--- src/rtl/calc_pkg.sv ---
// ---------------------------------------------------------------------------
// calc_pkg
// Shared constants for the calculator I/O block: default bus width and FIFO
// depth, io_sel port codes, the bit layout of the status word and the flush
// bit of the control word. Also a helper that packs the 8-bit status field.
// ---------------------------------------------------------------------------
package calc_pkg;

    localparam int WORD_WIDTH = 16;
    localparam int IO_DEPTH   = 4;

    // io_sel codes
    localparam logic IO_DATA   = 1'b0;
    localparam logic IO_STATUS = 1'b1;

    // Status word layout (bits above ST_TX_OVERFLOW read as zero)
    localparam int ST_RX_COUNT_LSB = 0;
    localparam int ST_TX_COUNT_LSB = 3;
    localparam int ST_COUNT_BITS   = 3;
    localparam int ST_RX_UNDERFLOW = 6;
    localparam int ST_TX_OVERFLOW  = 7;

    // Control word: writing 1 here flushes both FIFOs and both stickies
    localparam int CTRL_FLUSH_BIT = 0;

    // Counts arrive zero-extended to 8 bits; only the low ST_COUNT_BITS fit.
    function automatic logic [7:0] pack_status(
        input logic [7:0] rx_count,
        input logic [7:0] tx_count,
        input logic       rx_underflow,
        input logic       tx_overflow
    );
        logic [7:0] s;
        s = '0;
        s[ST_RX_COUNT_LSB +: ST_COUNT_BITS] = rx_count[ST_COUNT_BITS-1:0];
        s[ST_TX_COUNT_LSB +: ST_COUNT_BITS] = tx_count[ST_COUNT_BITS-1:0];
        s[ST_RX_UNDERFLOW]                  = rx_underflow;
        s[ST_TX_OVERFLOW]                   = tx_overflow;
        return s;
    endfunction

endpackage

--- src/rtl/io_fifo.sv ---
// ---------------------------------------------------------------------------
// io_fifo
// Small synchronous FIFO used for both the keypad (RX) and display (TX)
// paths. A pop is honoured only when non-empty; a push is honoured when not
// full, or when full and a pop happens in the same cycle. Flush empties the
// FIFO and wins over any same-cycle push or pop.
//
// Ports
//   clk, rst        : clock, asynchronous active-high reset
//   push, wdata     : push request and word
//   pop             : pop request
//   flush           : synchronous clear of pointers and count
//   head            : oldest word, forced to 0 while empty
//   count           : number of stored words (0..DEPTH)
//   full, empty     : count == DEPTH / count == 0
// ---------------------------------------------------------------------------
import calc_pkg::*;

module io_fifo #(
    parameter int WIDTH = calc_pkg::WORD_WIDTH,
    parameter int DEPTH = calc_pkg::IO_DEPTH
) (
    input  logic                       clk,
    input  logic                       rst,
    input  logic                       push,
    input  logic [WIDTH-1:0]           wdata,
    input  logic                       pop,
    input  logic                       flush,
    output logic [WIDTH-1:0]           head,
    output logic [$clog2(DEPTH):0]     count,
    output logic                       full,
    output logic                       empty
);

    localparam int PW = $clog2(DEPTH);
    localparam int CW = PW + 1;

    logic [WIDTH-1:0] mem [DEPTH];
    logic [PW-1:0]    rd_ptr;
    logic [PW-1:0]    wr_ptr;
    logic             do_pop;
    logic             do_push;

    assign empty = (count == '0);
    assign full  = (count == CW'(DEPTH));
    assign head  = empty ? '0 : mem[rd_ptr];

    // A full FIFO can still take a word if the head leaves in the same cycle.
    assign do_pop  = pop && !empty;
    assign do_push = push && (!full || do_pop);

    // Pointers are DEPTH-sized powers of two, so they wrap naturally.
    always_ff @(posedge clk or posedge rst) begin
        if (rst) begin
            rd_ptr <= '0;
            wr_ptr <= '0;
            count  <= '0;
        end else if (flush) begin
            rd_ptr <= '0;
            wr_ptr <= '0;
            count  <= '0;
        end else begin
            if (do_pop)  rd_ptr <= rd_ptr + PW'(1);
            if (do_push) wr_ptr <= wr_ptr + PW'(1);
            case ({do_push, do_pop})
                2'b10:   count <= count + CW'(1);
                2'b01:   count <= count - CW'(1);
                default: count <= count;
            endcase
        end
    end

    // Storage is not reset; stale words are hidden by the empty mask.
    always_ff @(posedge clk) begin
        if (do_push && !flush) mem[wr_ptr] <= wdata;
    end

endmodule

--- src/rtl/io_port.sv ---
// ---------------------------------------------------------------------------
// io_port
// CPU-facing I/O port: keypad words are queued in an RX FIFO and read by
// the CPU through the data port; CPU writes to the data port are queued in a
// TX FIFO that feeds the display. A status port reports both counts plus two
// sticky error flags (RX underflow, TX overflow); a control write can flush
// everything.
//
// Handshakes: in_valid/in_ready and out_valid/out_ready follow valid/ready
// semantics -- a word moves at a rising edge where both are high; valid does
// not depend on ready.
//
// Ports
//   clk, rst              : clock, asynchronous active-high reset
//   io_oe, io_we, io_sel  : CPU read/write strobes and port select
//   bus_in                : CPU write data
//   bus_out               : CPU read data (0 when not reading)
//   in_data/valid/ready   : keypad stream into RX FIFO
//   out_data/valid/ready  : display stream out of TX FIFO
// ---------------------------------------------------------------------------
import calc_pkg::*;

module io_port #(
    parameter int WORD_WIDTH = calc_pkg::WORD_WIDTH,
    parameter int DEPTH      = calc_pkg::IO_DEPTH
) (
    input  logic                  clk,
    input  logic                  rst,
    input  logic                  io_oe,
    input  logic                  io_we,
    input  logic                  io_sel,
    input  logic [WORD_WIDTH-1:0] bus_in,
    output logic [WORD_WIDTH-1:0] bus_out,
    input  logic [WORD_WIDTH-1:0] in_data,
    input  logic                  in_valid,
    output logic                  in_ready,
    output logic [WORD_WIDTH-1:0] out_data,
    output logic                  out_valid,
    input  logic                  out_ready
);

    localparam int CW = $clog2(DEPTH) + 1;

    logic                  rd;
    logic                  data_rd;
    logic                  status_rd;
    logic                  data_wr;
    logic                  flush;

    logic [WORD_WIDTH-1:0] rx_head;
    logic [CW-1:0]         rx_count;
    logic                  rx_full;
    logic                  rx_empty;
    logic                  rx_push;
    logic                  rx_pop;

    logic [CW-1:0]         tx_count;
    logic                  tx_full;
    logic                  tx_empty;
    logic                  tx_pop;

    logic                  rx_underflow;
    logic                  tx_overflow;
    logic                  underflow_evt;
    logic                  overflow_evt;
    logic [7:0]            status;

    // A simultaneous read and write is treated as a write only.
    assign rd        = io_oe && !io_we;
    assign data_rd   = rd && (io_sel == IO_DATA);
    assign status_rd = rd && (io_sel == IO_STATUS);
    assign data_wr   = io_we && (io_sel == IO_DATA);
    assign flush     = io_we && (io_sel == IO_STATUS) && bus_in[CTRL_FLUSH_BIT];

    assign in_ready  = !rx_full;
    assign rx_push   = in_valid && in_ready;
    assign rx_pop    = data_rd && !rx_empty;

    assign out_valid = !tx_empty;
    assign tx_pop    = out_valid && out_ready;

    assign underflow_evt = data_rd && rx_empty;
    // Dropped only if full and the display does not free a slot this cycle.
    assign overflow_evt  = data_wr && tx_full && !tx_pop;

    io_fifo #(.WIDTH(WORD_WIDTH), .DEPTH(DEPTH)) u_rx (
        .clk   (clk),
        .rst   (rst),
        .push  (rx_push),
        .wdata (in_data),
        .pop   (rx_pop),
        .flush (flush),
        .head  (rx_head),
        .count (rx_count),
        .full  (rx_full),
        .empty (rx_empty)
    );

    io_fifo #(.WIDTH(WORD_WIDTH), .DEPTH(DEPTH)) u_tx (
        .clk   (clk),
        .rst   (rst),
        .push  (data_wr),
        .wdata (bus_in),
        .pop   (tx_pop),
        .flush (flush),
        .head  (out_data),
        .count (tx_count),
        .full  (tx_full),
        .empty (tx_empty)
    );

    assign status = pack_status(8'(rx_count), 8'(tx_count), rx_underflow, tx_overflow);

    always_comb begin
        bus_out = '0;
        if (data_rd)        bus_out = rx_head;
        else if (status_rd) bus_out = WORD_WIDTH'(status);
    end

    // A new event in the same cycle as a status read keeps the flag set.
    always_ff @(posedge clk or posedge rst) begin
        if (rst) begin
            rx_underflow <= 1'b0;
            tx_overflow  <= 1'b0;
        end else if (flush) begin
            rx_underflow <= 1'b0;
            tx_overflow  <= 1'b0;
        end else begin
            rx_underflow <= underflow_evt || (rx_underflow && !status_rd);
            tx_overflow  <= overflow_evt  || (tx_overflow  && !status_rd);
        end
    end

endmodule

--- config.mk ---
export PLATFORM = sky130hd
export DESIGN_NAME = io_port
export DESIGN_NICKNAME = d
export VERILOG_FILES = /design/src/rtl/calc_pkg.sv /design/src/rtl/io_fifo.sv /design/src/rtl/io_port.sv
export SDC_FILE = /design/constraint.sdc
export NUM_CORES = 1
export LEC_CHECK = 0
export ABC_CLOCK_PERIOD_IN_PS = 7150
export CAP_MARGIN = 10
export CORE_AREA = 2 2 106 108
export CTS_CLUSTER_SIZE = 40
export DETAILED_ROUTE_END_ITERATION = 10
export DIE_AREA = 0 0 108 110
export GPL_ROUTABILITY_DRIVEN = 0
export PLACE_DENSITY_LB_ADDON = 0.1
export SKIP_LAST_GASP = 1
export SYNTH_ARGS = -nofsm -noshare
export SYNTH_HDL_FRONTEND = slang
export SYNTH_HIERARCHICAL = 1
export SYNTH_SLANG_ARGS = --single-unit
export TNS_END_PERCENT = 20
--- constraint.sdc ---
create_clock -name clk -period 7.15 [get_ports clk]
set_input_delay 1.43 -clock clk [delete_from_list [all_inputs] [get_ports clk]]
set_output_delay 1.43 -clock clk [all_outputs]
set_load 0.03 [all_outputs]
Word-level counts from Yosys, hierarchy flattened
Memories as Yosys holds them, arrays and structs flattened.
Cells that the tools add are included.
Word-level totals
  bits of input ports: 39
  memory bits (writable): 128
  logic and storage cells: 87
  flip-flop bits (word level): 16
  memories: 2
  output and inout bits: 34
Operators by class
  reductions and logical operators: 40
  eq/ne operators: 6
  muxes and demuxes: 22
  add/subtract/negate cells: 8
  bitwise operators: 1
Memories
  u_rx.mem: words 4, width 16, read ports 1, clocked after Yosys merged registers in 0, write ports 1, RTL line io_fifo.sv:38  | logic [WIDTH-1:0] mem [DEPTH];
  u_tx.mem: words 4, width 16, read ports 1, clocked after Yosys merged registers in 0, write ports 1, RTL line io_fifo.sv:38
Operators with widths (count)
  $mux 16: 3
  $logic_and 1x1->1: 20
  $mux 2: 8
  $pmux 3 s2: 2
  $add 2x1->2 const B: 4
  $logic_not 1->1: 8
  $mux 8: 1
  $reduce_bool 2->1: 4
  $add 3x1->3 const B: 2
  $eq 3x3->1 const B: 2
  $logic_not 3->1: 2
  $mux 1: 6
  $mux 3: 2
  $reduce_bool 3->1: 2
  $sub 3x1->3 const B: 2
  $eq 2x1->1 const B: 2
  $eq 2x2->1 const B: 2
  $logic_or 1x1->1: 4
  $not 1->1: 1

Logic depth before layout (Yosys ltp)
Gate-level depths: netlist of run 1.
  depth after elaboration: 10
  mapped depth: 11
  mapped depth without buffers: 8

Hierarchy
The synthesis of run 1 kept the hierarchy.
Modules (own cells, without submodules)
  io_fifo at u_rx: area each 3012.9 µm², instances 1, cells each 166, seq. area each 2097.0 µm²
  io_fifo at u_tx: area each 3005.4 µm², instances 1, cells each 166, seq. area each 2097.0 µm²
  io_port: area each 332.8 µm², instances 1, cells each 47, seq. area each 50.0 µm²

Worst setup path after synthesis of run 1
Ideal clock, no wire load.
  path type: input-to-reg
  start: input io_we
  end: memory u_rx/mem[0][0] in the netlist's numbering (enable)
  setup slack: 2986 ps
  buffers on the path: 2
  arrival: 3751 ps
  data required time: 6737 ps
  stages on the path: 6
  setup time: 413 ps
  cell sequence: nand2b_4 > buf_4 > nor3_1 > clkbuf_1 > o21ai_0 > nor3b_1
Between the ends
  cells in the longest elaborated chain, start to end: 10
  elaborated cells on any way between the ends: 13
  classes of those cells: 2 x mux; 11 x reduce/logical
Ends and longest elaborated chain
  start, declared: RTL line io_port.sv:30  | input logic io_we,
  $logic_not 1->1: RTL line io_port.sv:69  | assign rd = io_oe && !io_we;
  $logic_and 1x1->1: RTL line io_port.sv:69
  $logic_and 1x1->1: RTL line io_port.sv:70  | assign data_rd = rd && (io_sel == IO_DATA);
  $logic_and 1x1->1: RTL line io_port.sv:77  | assign rx_pop = data_rd && !rx_empty;
  via rx_pop: RTL line io_port.sv:55  | logic rx_pop;
  $logic_and 1x1->1: RTL line io_fifo.sv:49  | assign do_pop = pop && !empty;
  $logic_or 1x1->1: RTL line io_fifo.sv:50  | assign do_push = push && (!full || do_pop);
  $logic_and 1x1->1: RTL line io_fifo.sv:50
  $logic_and 1x1->1: RTL line io_fifo.sv:75  | if (do_push && !flush) mem[wr_ptr] <= wdata;
  $mux 1: RTL line io_fifo.sv:75
  $mux 1 (not written as such): RTL line io_fifo.sv:75
  end, declared: RTL line io_fifo.sv:38
The timed path passes the listed nets, and every way through them passes these cells.

Worst setup path in the final report of run 1
  start: input io_sel
  end: output bus_out[14]
Between the ends
  cells in the longest elaborated chain, start to end: 3
Ends and longest elaborated chain
  start, declared: RTL line io_port.sv:31  | input logic io_sel,
  $not 1->1: RTL line io_port.sv:70
  $logic_and 1x1->1: RTL line io_port.sv:70
  $mux 16: RTL line io_port.sv:116  | if (data_rd) bus_out = rx_head;
  end, declared: RTL line io_port.sv:33  | output logic [WORD_WIDTH-1:0] bus_out,
Every way passes these cells.

==> results of run 1 <==
-- final cells by class --
cell class / instances / area share, %
repair buffers: 85 / 10.7
multi-input cells: 196 / 24.9
inverters: 15 / 0.720
flip-flops and latches: 144 / 54.2
well taps: 140 / 2.24
clock inverters: 12 / 1.84
clock buffers: 19 / 5.39
-- tightest hold or removal path, cell delays in order (launching register included) --
cell,delay (ps)
dfrtp_1,420
nand2b_1,80
mux2i_1,60
-- placed cells by master (no fill, tap or decap), drive strengths merged, types with 8 or more instances in the layout --
| cell | instances |
|---|---|
| clkdlybuf4s50 | 72 |
| dfrtp | 16 |
| mux2i | 11 |
| nor2b | 36 |
| ha | 8 |
| buf | 13 |
| inv | 15 |
| and2 | 10 |
| edfxtp | 128 |
| mux4 | 32 |
| nor2 | 21 |
| clkbuf | 19 |
| nor3b | 8 |
-- registers in the layout (all words and copies together), names as in the netlist --
register and cells:
rx_underflow 1, tx_overflow 1, u_rx/count 3, u_rx/mem 64, u_rx/rd_ptr 2, u_rx/wr_ptr 2, u_tx/count 3, u_tx/mem 64
u_tx/rd_ptr 2, u_tx/wr_ptr 2
-- worst max-delay path by stage --
stage,startpoint,endpoint,slack (ps)
final,io_sel,bus_out[14],2100
after global routing,io_sel,bus_out[9],2000
after CTS,io_sel,bus_out[14],2120
after detailed placement,io_sel,bus_out[14],2130
after global placement,io_sel,bus_out[10],2190
after floorplan,io_we,u_rx/mem[0][0],2990
-- routing by layer --
metal | part of all wire [%] | vias to the layer above
met5 | 0 | -
li1 | - | 1605
met3 | 3.6 | 18
met4 | 1.5 | 0
met1 | 45 | 1770
met2 | 50 | 91
-- stage by stage --
stage	hold WS [ps]	std cells	power (mW)
2_1_floorplan	490	379	1.85
3_5_place_dp	591	578	2.17
3_3_place_gp	578	578	2.15
5_1_grt	651	611	3.15
4_1_cts	608	609	3.02
6_report	599	611	3.02
-- kinds of logic (layout without fill, tap and decap cells) --
kind of cell | Yosys count | count (layout)
flops | 144 | 144
buf+inv | 39 | 131
simple gates | 103 | 103
compound gates | 30 | 30
fa+ha+maj | 10 | 10
xor+xnor | 8 | 8
mux | 45 | 45
-- where the power goes --
group          switching, mW  internal (mW)  total, mW
sequential             0.141           1.05       1.20
clock                  0.319          0.525      0.844
combinational          0.501          0.477      0.978
==> flow_metrics.env, run 1 <==
export IMPL_fin_nets=508
export IMPL_crit_top_cell="clkdlybuf4s50_1"
export IMPL_row_count=38
export IMPL_r2r_slack_ps=4050
export IMPL_crit_cells=4
export IMPL_worst_path_largest_cell_delay_ps=800
export IMPL_cts_setup_buffers=0
export IMPL_holdPathEnd="u_tx/wr_ptr[1]"
export IMPL_cp_start_kind="primary input"
export IMPL_grt_use_total_pct=21.8
export IMPL_die_h_um=110
export IMPL_pre_cts_slack_ps=2130
export IMPL_grt_pass1_vias=3517
export IMPL_min_period_ps=5050
export IMPL_ys_flop_type="edfxtp_1"
export IMPL_powerDensity_mw_per_mm2=386
export IMPL_ctsHtreeMaxLevel=4
export IMPL_worstHoldPathType="flip-flop to flip-flop"
export IMPL_rsz0062_at_grt="no"
export IMPL_synth_nets=428
export IMPL_fin_area_mm2=0.00782
export IMPL_synth_distinct_cells=45
export IMPL_setup_viol=0
export IMPL_postCtsResizedCells=0
export IMPL_route_detailed_drc=0
export IMPL_start_util_pct=59.4
export IMPL_synth_edff_count=128
export IMPL_yosys_warnings=6
export IMPL_synthMuxAreaShare_pct=13.6
export IMPL_synth_top_cell_area_share_pct=60.5
export IMPL_synth_compound_area_share_pct=3.19
export IMPL_portBuffers=72
export IMPL_final_period_utilization_pct=70.6
export IMPL_hold_buffers=0
export IMPL_hold_viol=0
export IMPL_worst_slew_pin_slew_ps=1100
export IMPL_whs_path_depth=2
export IMPL_placed_area_mm2=0.00723
export IMPL_path_cells="clkdlybuf4s50_1 -> nor2_2 -> and2_1 -> clkdlybuf4s50_1"
export IMPL_cpLargestDelayFamily="buffers and inverters"
export IMPL_fillers=664
export IMPL_reg2reg_from="u_rx/count[1]"
export IMPL_hpwl_um=7530
export IMPL_worstHoldStart="u_tx/wr_ptr[1]"
export IMPL_end_kind="primary output"
export IMPL_drv_slew=0
export IMPL_cap_violations=0
export IMPL_worst_ep_required_time_ps=5720
export IMPL_status="finished clean"
export IMPL_cts_tree="built"
export IMPL_dieArea_mm2=0.0119
export IMPL_cts_sinks=144
export IMPL_grt_busiest_layer="met2"
export IMPL_routedWlPerCell_um=19.9
export IMPL_synth_area_leaders="edfxtp_1, mux4_2, dfrtp_1, nor2b_1, mux2i_1"
export IMPL_grt_max_degree=25
export IMPL_crit_type="primary input to primary output"
export IMPL_fmax_ghz=0.198
export IMPL_path_buf_inv=2
export IMPL_drtIter0Drc=204
export IMPL_seq_area_mm2=0.00424
export IMPL_grt_use_met3_pct=5.58
export IMPL_worstPathMaxFanout=13
export IMPL_r2r_end="u_rx/count[2]"
export IMPL_worst_slack_ps=2100
export IMPL_tns_ps=0
export IMPL_ff2ff_path_depth=8
export IMPL_syn_area_mm2=0.00635
export IMPL_async_flop_share_pct=11.1
export IMPL_avgSynthCellArea_um2=16.8
export IMPL_slowest_stage="clkdlybuf4s50_1"
export IMPL_drt_pass1_iter_count=4
export IMPL_max_slew_margin_rel_pct=27.0
export IMPL_clkTransAtPathRegs_ps=60
export IMPL_synth_seq_cells=144
export IMPL_drive_gt1_share_pct=19.7
export IMPL_clk_latency_ps=530
export IMPL_synth_largest_area_cell="edfxtp_1"
export IMPL_grt_pass1_wl_um=18700
export IMPL_ioPinCount=73
export IMPL_synthAdderAreaFrac_pct=2.21
export IMPL_fin_skew_ps=7.66
export IMPL_clock_path_buffers=2
export IMPL_routed_via_count=3484
export IMPL_fin_util_pct=73.1
export IMPL_avgViaCountPerCell=5.70
export IMPL_cts_made_buffers=17
export IMPL_ir_drop_v=0.000261
export IMPL_power_leakage_nw=2.69
export IMPL_dieWidth_um=108
export IMPL_ys_seq_area_share_pct=66.8
export IMPL_synthToLayoutAreaGrowth_pct=23.2
export IMPL_cts_root_buf="clkbuf_8"
export IMPL_num_antenna_cells=0
export IMPL_synth_simple_area_share_pct=9.93
export IMPL_multi_input_area_mm2=0.00195
export IMPL_grt_overflow=0
export IMPL_synth_top_cells_by_count="edfxtp_1, nor2b_1, mux4_2"
export IMPL_synthXorXnorAreaFrac_pct=1.10
export IMPL_netlist_instances=379
export IMPL_coreArea_mm2=0.0107
export IMPL_gr_usage_met1_pct=29.3
export IMPL_routed_wl_um=12200
export IMPL_drtAntennaViolNets=0
export IMPL_arrival_ps=3620
export IMPL_synth_top_family_by_area="multiplexers"
export IMPL_use_met2_pct=35.3
export IMPL_antenna_found_initial=0
export IMPL_synth_most_common_cell="edfxtp_1"
Power figures use the tool's default switching activity.
==> run 2: changes to the inputs <==
Settings changed: ABC_CLOCK_PERIOD_IN_PS 7150 to 4500, CORE_AREA 2 2 106 108 to 2 2 115 117, DIE_AREA 0 0 108 110 to 0 0 117 119.
Clock period 7.15 ns to 4.5 ns, I/O delays scaled along.
==> run 2 against run 1 <==
  * Final area rose by 1.0%
  * Global-route usage fell by 2.7 points
  * Combinational power rose by 58%
  * Clock skew fell by 1.2 ps
  * Sequential power rose by 56%
  * Count of clock-buffer cells in the layout rose by 1
  * Via count barely moved
  * Final cell count rose by 7.4%
  * Largest power group unchanged
==> flow_metrics.env, run 2 (same netlist as run 1, synthesis figures left out) <==
export IMPL_cap_violations=0
export IMPL_tns_ps=0
export IMPL_drv_slew=0
export IMPL_ir_drop_v=0.000319
export IMPL_routed_via_count=3482
export IMPL_coreArea_mm2=0.0129
export IMPL_row_count=42
export IMPL_cts_root_buf="clkbuf_16"
export IMPL_slowest_stage="dfrtp_1"
export IMPL_reg2reg_from="u_tx/count[1]"
export IMPL_start_util_pct=49.3
export IMPL_final_period_utilization_pct=84.2
export IMPL_mostFrequentLayoutCells="edfxtp_1, clkdlybuf4s50_1, nor2b_1, mux4_2"
export IMPL_whs_path_depth=2
export IMPL_worst_slew_pin_slew_ps=847
export IMPL_worst_ep_required_time_ps=3600
export IMPL_drtAntennaViolNets=0
export IMPL_final_common_cell="edfxtp_1"
export IMPL_grt_pass1_wl_um=19500
export IMPL_cp_start_kind="flip-flop"
export IMPL_pre_cts_slack_ps=703
export IMPL_cts_tree="built"
export IMPL_drtIter0Drc=212
export IMPL_rsz0062_at_grt="no"
export IMPL_ff2ff_path_depth=10
export IMPL_num_antenna_cells=0
export IMPL_reg_largest_list="u_rx/mem (64), u_tx/mem (64)"
export IMPL_min_period_ps=3790
export IMPL_routedWlPerCell_um=18.3
export IMPL_hpwl_um=7780
export IMPL_synthToLayoutAreaGrowth_pct=24.4
export IMPL_ctsHtreeMaxLevel=4
export IMPL_r2r_slack_ps=1560
export IMPL_grt_use_total_pct=19.1
export IMPL_clock_path_buffers=2
export IMPL_arrival_ps=2890
export IMPL_hold_viol=0
export IMPL_cts_made_buffers=17
export IMPL_worstPathMaxFanout=11
export IMPL_clk_latency_ps=420
export IMPL_fillers=980
export IMPL_crit_type="flip-flop to primary output"
export IMPL_max_slew_margin_rel_pct=43.5
export IMPL_power_leakage_nw=2.72
export IMPL_status="finished clean"
export IMPL_portBuffers=72
export IMPL_powerDensity_mw_per_mm2=592
export IMPL_dieWidth_um=117
export IMPL_worstHoldStart="u_tx/rd_ptr[0]"
export IMPL_setup_viol=0
export IMPL_hold_buffers=0
export IMPL_antenna_found_initial=0
export IMPL_drt_pass1_iter_count=4
export IMPL_ioPinCount=73
export IMPL_route_detailed_drc=0
export IMPL_holdPathEnd="u_tx/rd_ptr[0]"
export IMPL_r2r_end="u_tx/count[2]"
export IMPL_postCtsResizedCells=0
export IMPL_cts_setup_buffers=0
export IMPL_worst_path_largest_cell_delay_ps=750
export IMPL_routed_wl_um=12000
export IMPL_cts_sinks=144
export IMPL_fmax_ghz=0.264
export IMPL_grt_max_degree=19
export IMPL_fin_skew_ps=6.43
export IMPL_worstHoldPathType="flip-flop to flip-flop"
export IMPL_end_kind="primary output"
export IMPL_die_h_um=119
export IMPL_dieArea_mm2=0.0139
export IMPL_clkTransAtPathRegs_ps=50
export IMPL_grt_pass1_vias=3741
export IMPL_path_cells="buf_4 -> mux4_2 -> nor2b_1 -> mux2i_1 -> nor2_1 -> clkdlybuf4s50_1"
export IMPL_fin_nets=516
export IMPL_worst_slack_ps=710
export IMPL_grt_overflow=0
export IMPL_drive_gt1_share_pct=21.0
export IMPL_avgViaCountPerCell=5.31
run 2: cell types whose count changed in the layout (fill, tap and decap cells not counted), sizes merged:
cell      change
clkinvlp      -1
clkbuf        +1
clkinv        +3
buf           +8
bufinv        -2
run 2: final cells by class:
type	instances	area, um2	share of cell area [%]
clock buffer	20	437	5.53
clock inverter	12	95.1	1.20
sequential	144	4240	53.7
inverter	15	56.3	0.712
timing repair buffer	93	903	11.4
tap	176	220	2.79
multi-input combinational	196	1950	24.6
run 2: routing by layer:
metal	part of all wire (%)	wire [um]	GRT usage (%)
met4	1.6	198	7.13
met1	42	5040	24.4
met3	5.2	630	5.80
met5	0	0	0
met2	51	6170	30.9
run 2: where the power goes:
part           switching, mW  internal (mW)  total [mW]
logic                  0.791          0.760        1.55
clock network          0.507          0.750        1.26
registers              0.191           1.68        1.87
total                   1.49           3.19        4.68
run 2: worst max-delay path by stage:
| stage | startpoint | endpoint | slack, ps | cells after the start |
|---|---|---|---|---|
| after CTS | u_rx/rd_ptr[0] | bus_out[0] | 660 | 6 |
| after detailed placement | io_sel | u_tx/count[2] | 700 | 7 |
| after floorplan | io_we | u_rx/mem[0][0] | 870 | 6 |
| after global routing | u_rx/rd_ptr[0] | bus_out[0] | 510 | 6 |
| final | u_rx/rd_ptr[0] | bus_out[0] | 710 | 6 |
| after global placement | io_sel | bus_out[13] | 760 | 4 |
run 2: critical path: cells and delay by family (launching register included):
family / cells / cell delay [ps]
and+or+nand+nor: 2 / 210
buffers and inverters: 2 / 880
muxes: 2 / 630
DFF: 1 / 750
run 2: metrics by stage:
step                      power [mW]  cell area (um2)  hold WS [ps]  std cells  util (%)
after floorplan                 2.93             6350           490        379         -
after global placement          3.44             7370           547        624      57.2
after detailed placement        3.47             7370           552        624      57.2
after CTS                       4.74             7900           569        656      61.4
after global routing            4.95             7900           609        656      61.4
final                           4.68             7900           565        656      61.4
==> run 3: changes to the inputs <==
Settings changed: ABC_CLOCK_PERIOD_IN_PS 4500 to 3560, CORE_AREA 2 2 115 117 to 2 2 110 112, DIE_AREA 0 0 117 119 to 0 0 112 114.
Clock period 4.5 ns to 3.56 ns, I/O delays scaled along.
==> run 3 against run 2 <==
  * First-iteration DRC count rose by 0.94%
  * Global-route usage rose by 1.8 points
  * Combinational power up 31%
  * Core utilization is 6.0 points higher
  * Critical endpoint is now bus_out[1]
  * Clock skew barely moved
  * Hold slack got worse by 36 ps
  * Sequential share of layout area up 0.13 points
  * Total power increased by 28%
  * Die area decreased by 8.3%
  * Sequential cell count unchanged
  * Clock power up 31%
  * Non-clock buffer count up 3
==> flow_metrics.env, run 3 (same netlist as run 1, synthesis figures left out) <==
export IMPL_startpoint="u_rx/rd_ptr[0]"
export IMPL_grt_use_total_pct=20.9
export IMPL_mostFrequentLayoutCells="edfxtp_1, clkdlybuf4s50_1, nor2b_1, mux4_2, buf_4"
export IMPL_hold_buffers=0
export IMPL_cap_violations=0
export IMPL_die_h_um=114
export IMPL_hold_viol=0
export IMPL_tns_ps=0
export IMPL_ctsHtreeMaxLevel=4
export IMPL_clk_latency_ps=420
export IMPL_routed_via_count=3512
export IMPL_dieArea_mm2=0.0128
export IMPL_cts_made_buffers=17
export IMPL_reg2reg_from="u_rx/count[0]"
export IMPL_drtAntennaViolNets=0
export IMPL_fin_skew_ps=6.06
export IMPL_rsz0062_at_grt="no"
export IMPL_powerDensity_mw_per_mm2=760
export IMPL_dieWidth_um=112
export IMPL_routed_wl_um=12200
export IMPL_cp_start_kind="flip-flop"
export IMPL_worst_ep_required_time_ps=2850
export IMPL_fmax_ghz=0.295
export IMPL_arrival_ps=2670
export IMPL_crit_type="flip-flop to primary output"
export IMPL_routedWlPerCell_um=19.3
export IMPL_fin_area_mm2=0.00789
export IMPL_start_util_pct=54.2
export IMPL_coreArea_mm2=0.0117
export IMPL_drt_pass1_iter_count=4
export IMPL_portBuffers=72
export IMPL_max_slew_margin_rel_pct=53.4
export IMPL_row_count=40
export IMPL_clkTransAtPathRegs_ps=60
export IMPL_setup_viol=0
export IMPL_worst_slew_pin_slew_ps=691
export IMPL_route_detailed_drc=0
export IMPL_avgViaCountPerCell=5.57
export IMPL_drv_slew=0
export IMPL_ir_drop_v=0.000578
export IMPL_final_common_cell="edfxtp_1"
export IMPL_clock_path_buffers=2
export IMPL_end_kind="primary output"
export IMPL_placed_area_mm2=0.00733
export IMPL_p_sw_mw=1.90
export IMPL_drtIter0Drc=214
export IMPL_grt_overflow=0
export IMPL_worst_slack_ps=175
export IMPL_pwr_share_comb_pct=33.9
export IMPL_intPower_mw=4.10
export IMPL_cts_tree="built"
export IMPL_p_sw_share_pct=31.6
export IMPL_grt_max_degree=19
export IMPL_grt_pass1_wl_um=19700
export IMPL_antenna_found_initial=0
export IMPL_pre_cts_slack_ps=218
export IMPL_num_antenna_cells=0
export IMPL_fin_nets=519
export IMPL_status="finished clean"
export IMPL_final_period_utilization_pct=95.1
export IMPL_grt_pass1_vias=3744
export IMPL_worstPathMaxFanout=6
export IMPL_ioPinCount=73
export IMPL_cts_sinks=144
export IMPL_min_period_ps=3390
export IMPL_reg_largest_list="u_rx/mem (64), u_tx/mem (64)"
export IMPL_drive_gt1_share_pct=22.2
export IMPL_p_seq_share_pct=38.6
export IMPL_cts_root_buf="clkbuf_16"
export IMPL_synthToLayoutAreaGrowth_pct=24.2
export IMPL_pwr_share_clk_pct=27.5
export IMPL_worstHoldPathType="primary input to async pin"
export IMPL_power_leakage_nw=2.74
export IMPL_hpwl_um=8120
## run 3: changes by cell type in the layout (fill, tap and decap cells not counted), sizes merged
cell / delta
bufinv: +1
clkinvlp: +2
buf: +3
clkbuf: -2
clkinv: -1
## run 3: critical path, cell delays in order (launching register included)
cell and delay, ps:
dfrtp_2 480, buf_4 210, mux4_2 320, nor2b_1 210
mux2i_1 110, nor2_1 200, clkdlybuf4s50_1 720
## run 3: path summary, 6_finish.rpt
| path | cells past startpoint | end | slack (ps) |
|---|---|---|---|
| setup reg to reg | 9 | u_rx/count[2] | 780 |
| max in group asynchronous | 2 | u_rx/rd_ptr[0] | 2650 |
| min in group clk | 2 | tx_overflow | 560 |
| setup / recovery | 6 | bus_out[1] | 170 |
| hold / removal | 2 | rx_underflow | 530 |
| hold reg to reg | 2 | tx_overflow | 560 |
## run 3: final cells by class
cell class,count,area [um2]
clock inverter,14,124
clock buffer,18,429
fill,826,3820
inverter,15,56.3
timing repair buffer,96,901
multi-input combinational,196,1950
sequential,144,4250
tap,147,184
## run 3: metal layers
metal / up-vias / share of wire (%) / GRT usage [%]
li1: 1621 / - / -
met1: 1755 / 41 / 25.4
met2: 121 / 51 / 35.4
met3: 15 / 6.5 / 7.39
met4: 0 / 1.3 / 6.99
met5: - / 0 / 0
## run 3: per-stage QoR
stage | hold slack, ps | instances | power [mW] | utilization (%)
global placement | 538 | 598 | 4.35 | 62.6
floorplan | 453 | 379 | 3.71 | -
CTS | 506 | 630 | 6.05 | 67.3
global route | 517 | 630 | 6.31 | 67.3
finish | 529 | 630 | 6.00 | 67.3
detailed placement | 546 | 598 | 4.39 | 62.6
## run 3: power by group through the flow
stage               sequential, mW  combinational (mW)  clock, mW
CTS                           2.32                2.06       1.68
finish                        2.31                2.03       1.65
global route                  2.35                2.20       1.76
detailed placement            2.35                2.05          0
global placement              2.33                2.02          0
floorplan                     2.23                1.48          0
## run 3: repair_timing
action                                  CTS  global route
endpoints found under the setup margin    0             1
hold endpoints to repair                  0             0
resized for setup                         0             1
setup buffers                             0             0
